--- config.mk ---
export PLATFORM = sky130hd
export DESIGN_NAME = velocity_estimator
export DESIGN_NICKNAME = d
export VERILOG_FILES = /design/src/rtl/velocity_estimator.sv
export SDC_FILE = /design/constraint.sdc
export NUM_CORES = 1
export LEC_CHECK = 0
export CAP_MARGIN = 20
export CORE_AREA = 4 4 152 154
export CTS_BUF_LIST = sky130_fd_sc_hd__clkbuf_8
export CTS_CLUSTER_SIZE = 28
export DETAILED_ROUTE_END_ITERATION = 10
export DIE_AREA = 0 0 156 158
export GPL_TIMING_DRIVEN = 0
export SKIP_CTS_REPAIR_TIMING = 1
export SLEW_MARGIN = 30
export SYNTH_ARGS = -nofsm -noshare
export SYNTH_HDL_FRONTEND = slang
export SYNTH_SLANG_ARGS = --single-unit
--- constraint.sdc ---
create_clock -name aclk -period 3.85 [get_ports aclk]
set_input_delay 0.385 -clock aclk [delete_from_list [all_inputs] [get_ports aclk]]
set_output_delay 0.385 -clock aclk [all_outputs]
set_load 0.05 [all_outputs]
--- src/rtl/velocity_estimator.sv ---
// rtl/velocity_estimator.sv - windowed position-delta velocity estimator
// Optional overrun event counter enabled by macro VE_OVERRUN_COUNTER_EN.
module velocity_estimator #(
    parameter int AXIS_TDATA_WIDTH = 32,
    parameter int COUNTER_WIDTH    = 16
) (
    input  logic                        aclk,
    input  logic                        aresetn,
    input  logic                        VE_enable,
    input  logic [COUNTER_WIDTH-1:0]    VE_window,
    output logic                        VE_overrun,
`ifdef VE_OVERRUN_COUNTER_EN
    output logic [15:0]                 VE_overrun_count,
`endif
    input  logic                        S_AXIS_tvalid,
    input  logic [AXIS_TDATA_WIDTH-1:0] S_AXIS_tdata,
    output logic                        S_AXIS_tready,
    input  logic                        M_AXIS_tready,
    output logic                        M_AXIS_tvalid,
    output logic [AXIS_TDATA_WIDTH-1:0] M_AXIS_tdata
);

    localparam logic [COUNTER_WIDTH-1:0] CNT_ONE = COUNTER_WIDTH'(1);

    typedef enum logic {ST_IDLE, ST_RUN} state_t;

    state_t                        state_q, state_d;
    logic [COUNTER_WIDTH-1:0]      cnt_q;
    logic [COUNTER_WIDTH-1:0]      w_lat_q;
    logic [AXIS_TDATA_WIDTH-1:0]   ref_q;
    logic [AXIS_TDATA_WIDTH-1:0]   tdata_q;
    logic                          tvalid_q;
    logic                          overrun_q;
    logic                          en_q;

    logic                          start, close, advance, abort;
    logic [COUNTER_WIDTH-1:0]      w_eff;
    logic                          win_last;
    logic                          en_rise;
    logic                          ovr_evt;

    assign w_eff    = (VE_window == '0) ? CNT_ONE : VE_window;
    assign win_last = ((cnt_q + CNT_ONE) == w_lat_q);
    assign en_rise  = VE_enable & ~en_q;
    // Stalled beat replaced by a new result: newest data wins, flag the loss.
    assign ovr_evt  = close & tvalid_q & ~M_AXIS_tready;

    always_ff @(posedge aclk or negedge aresetn) begin
        if (!aresetn) begin
            state_q <= ST_IDLE;
        end else begin
            state_q <= state_d;
        end
    end

    always_comb begin
        state_d = state_q;
        case (state_q)
            ST_IDLE: if (VE_enable && S_AXIS_tvalid) state_d = ST_RUN;
            ST_RUN:  if (!VE_enable) state_d = ST_IDLE;
            default: state_d = ST_IDLE;
        endcase
    end

    always_comb begin
        start   = 1'b0;
        close   = 1'b0;
        advance = 1'b0;
        abort   = 1'b0;
        case (state_q)
            ST_IDLE: start = VE_enable & S_AXIS_tvalid;
            ST_RUN: begin
                if (!VE_enable) begin
                    abort = 1'b1;
                end else if (S_AXIS_tvalid) begin
                    close   = win_last;
                    advance = ~win_last;
                end
            end
            default: ;
        endcase
    end

    always_ff @(posedge aclk or negedge aresetn) begin
        if (!aresetn) begin
            cnt_q     <= '0;
            w_lat_q   <= CNT_ONE;
            ref_q     <= '0;
            tdata_q   <= '0;
            tvalid_q  <= 1'b0;
            overrun_q <= 1'b0;
            en_q      <= 1'b0;
        end else begin
            en_q <= VE_enable;
            // Window length is only re-latched at a boundary so a live change
            // never truncates or stretches the window in progress.
            if (start || close) begin
                ref_q   <= S_AXIS_tdata;
                cnt_q   <= '0;
                w_lat_q <= w_eff;
            end else if (advance) begin
                cnt_q <= cnt_q + CNT_ONE;
            end else if (abort) begin
                cnt_q <= '0;
            end
            if (close) begin
                tdata_q <= S_AXIS_tdata - ref_q;
            end
            tvalid_q <= close | (tvalid_q & ~M_AXIS_tready);
            if (en_rise) overrun_q <= 1'b0;
            if (ovr_evt) overrun_q <= 1'b1;
        end
    end

`ifdef VE_OVERRUN_COUNTER_EN
    logic [15:0] ovr_cnt_q;

    always_ff @(posedge aclk or negedge aresetn) begin
        if (!aresetn) begin
            ovr_cnt_q <= '0;
        end else if (ovr_evt) begin
            if (ovr_cnt_q != 16'hFFFF) ovr_cnt_q <= ovr_cnt_q + 16'd1;
        end else if (en_rise) begin
            ovr_cnt_q <= '0;
        end
    end

    assign VE_overrun_count = ovr_cnt_q;
`endif

    assign S_AXIS_tready = 1'b1;
    assign M_AXIS_tvalid = tvalid_q;
    assign M_AXIS_tdata  = tdata_q;
    assign VE_overrun    = overrun_q;

endmodule
==> impl_metrics.json <==
{
  "status": "finished clean",
  "final_cell_mix": "99 x dfrtp_1, 85 x clkdlybuf4s50_1, 64 x nand2_1",
  "antenna_cells": 0,
  "cp_slowest_cell": "or4_1",
  "syn_area_um2": 6419,
  "crit_fanout": 10,
  "grt_pass1_vias": 5249,
  "worst_ep_arrival_time_ps": 3800,
  "path_buf_inv": 4,
  "hold_violations": 0,
  "ys_seq_area_frac": 0.3901,
  "die_w_um": 156,
  "p_leak_nw": 3.428,
  "rr_worst_depth": 12,
  "rr_startpoint": "cnt_q[0]",
  "tightest_slew_ps": 744.3,
  "crit_type": "register to register",
  "yosys_warnings": 0,
  "required_ps": 4110,
  "cap_viol_max_count": 0,
  "drtIter0Drc": 237,
  "crit_chain": "ha_1 > clkbuf_2 > nand2_2 > or4_1 > buf_2 > nor4_1 > o21a_2 > a21oi_4 > nor2_4 > buf_6 > buf_8 > mux2_4",
  "synth_edf_count": 0,
  "synthesis.nets": 752,
  "drc_errors": 0,
  "skew_ps": 14.35,
  "power_density_nw_per_um2": 359.9,
  "portBuffers": 86,
  "max_stage_delay_ps": 520,
  "worstSetupEndpointType": "register",
  "routabilityCongestion": 0.8440,
  "dp_cells": 1033,
  "grt_pass1_wl_um": 27200,
  "slew_headroom": 0.4910,
  "dr.pass1.iters": 6,
  "synth_seq_cells": 100,
  "start_util": 0.2960,
  "syn2layout_area_growth_pct": 22.01,
  "finalSetupViolCount": 0,
  "drv_slew": 0,
  "whs_ps": 484.9,
  "power_mw": 2.819,
  "h-tree-depth": 3,
  "rsz0062_at_grt": "false",
  "grt_overflow_total": 0,
  "grt_max_degree": 64,
  "max-clock-path-buffers": 2,
  "rrSetupSlack_ps": 310,
  "ys_types": 73,
  "rows": 54,
  "die_area_um2": 24650,
  "fmax_mhz": 282.3,
  "syn_inst": 666,
  "track_usage": 0.1380,
  "fin_cells": 1050,
  "clkTransAtPathRegs_ps": 100,
  "ys_async_sr_fraction": 1.000,
  "fin_nets": 851,
  "syn_area_per_cell_um2": 9.638,
  "crit_family": "simple AND/OR/NAND/NOR gates",
  "dieHeight_um": 158,
  "cts-buffers-inserted": 9,
  "pin_count": 88,
  "clkLatencyLatePin_ps": 380,
  "worstReg2RegEnd": "ref_q[11]",
  "final_common_cell": "dfrtp_1",
  "coreArea_um2": 21690,
  "vias_per_cell": 4.994,
  "finalCoreUtilization": 0.3611,
  "cts_num_sinks": 100,
  "finalWirelength_um": 16750,
  "antenna_found_initial": 0,
  "fill_cells": 2188,
  "wl_per_cell_um": 15.95,
  "start_kind": "register",
  "dpl_worst_slack_ps": 170.3,
  "vias": 5244,
  "final_antenna_net_count": 0,
  "fin_ws_ps": 307.7,
  "cts_tree": "done",
  "post-route-period-util": 0.9201,
  "hold_class": "input port to async pin",
  "place_hpwl_um": 12740,
  "synthFlopType": "dfrtp_1",
  "ir_drop_mv": 0.1553,
  "drive_above_1_share": 0.1156,
  "clockRootBuffer": "clkbuf_8",
  "period_needed_ps": 3542
}
[layer usage]
metal	track usage	share of wire	vias to the layer above
li1	-	-	2576
met5	0	0	-
met2	0.2225	0.46	113
met4	0.03835	0.017	0
met3	0.02898	0.045	18
met1	0.1883	0.48	2537
[state kept, by name, indices dropped and copies added, names as in the netlist]
name           count
M_AXIS_tdata      32
w_lat_q           16
en_q               1
state_q            1
M_AXIS_tvalid      1
cnt_q             16
VE_overrun         1
ref_q             32
[how the worst max path moves through the flow]
stage                                  end  cells after the start             from
final                            ref_q[11]                     12         cnt_q[0]
after floorplan                   ref_q[0]                     12         cnt_q[0]
after global routing            VE_overrun                     11         cnt_q[0]
after CTS                 M_AXIS_tdata[31]                     12         cnt_q[0]
after detailed placement  M_AXIS_tdata[30]                     12  S_AXIS_tdata[0]
after global placement           ref_q[24]                      1          aresetn
[kinds of logic after synthesis]
logic type / synth area share
DFF: 0.3901
and+or+nand+nor: 0.1630
adders and majority gates: 0.06550
xor gates and xnor gates: 0.06043
muxes: 0.1062
buffers and inverters: 0.05438
other: 0.0005842
AOI/OAI and AO/OA: 0.1598
[cell usage after synthesis, drive strengths merged (2+ instances only)]
master / number / area (um^2)
o211a: 3 / 30.03
nor2b: 6 / 37.54
or2: 5 / 31.28
and4: 2 / 17.52
xor2: 21 / 183.9
o41ai: 2 / 17.52
clkbuf: 10 / 38.78
inv: 48 / 180.2
or4: 3 / 22.52
a31oi: 10 / 62.56
nand4: 10 / 68.81
mux2i: 7 / 70.07
or3: 3 / 18.77
xnor2: 18 / 157.7
nor4b: 2 / 17.52
nor4: 8 / 56.30
mux2: 48 / 611.8
and2: 6 / 37.54
buf: 18 / 130.1
o2111ai: 4 / 41.29
nor3b: 5 / 37.54
a211o: 5 / 43.79
ha: 32 / 400.4
o211ai: 10 / 75.07
nand2b: 13 / 81.33
a2111oi: 3 / 27.53
o21a: 6 / 46.30
nand3: 23 / 115.1
nand2: 65 / 246.5
a21oi: 37 / 196.4
or4b: 2 / 20.02
dfrtp: 99 / 2477
o31ai: 3 / 22.52
and3: 9 / 56.30
o21bai: 3 / 22.52
nor2: 25 / 101.4
nor3: 16 / 80.08
a211oi: 7 / 65.06
a21o: 8 / 60.06
o21ai: 48 / 240.2
[layout make-up]
cell class                 instances  area (um^2)  area share
inverter                          48        180.2     0.02301
timing repair buffer              88        899.6      0.1149
clock inverter                     7        37.54    0.004793
sequential                       100         2504      0.3197
multi-input combinational        490         3566      0.4553
tap                              280        350.3     0.04474
clock buffer                       9        123.9     0.01582
buffer                            28        170.2     0.02173
[power by group]
group / total [mW] / switching, mW / internal [mW]
Sequential: 1.22 / 0.0699 / 1.15
Clock: 0.615 / 0.385 / 0.229
Combinational: 0.981 / 0.517 / 0.464
[per-stage QoR]
| step | instance area [um^2] | setup TNS, ps |
|---|---|---|
| after floorplan | 6419 | 0 |
| after global placement | 7630 | -174870 |
| after detailed placement | 7659 | 0 |
| after CTS | 7820 | 0 |
| after global routing | 7831 | 0 |
| final | 7831 | 0 |
No activity file was read; power rests on OpenSTA's default activity.
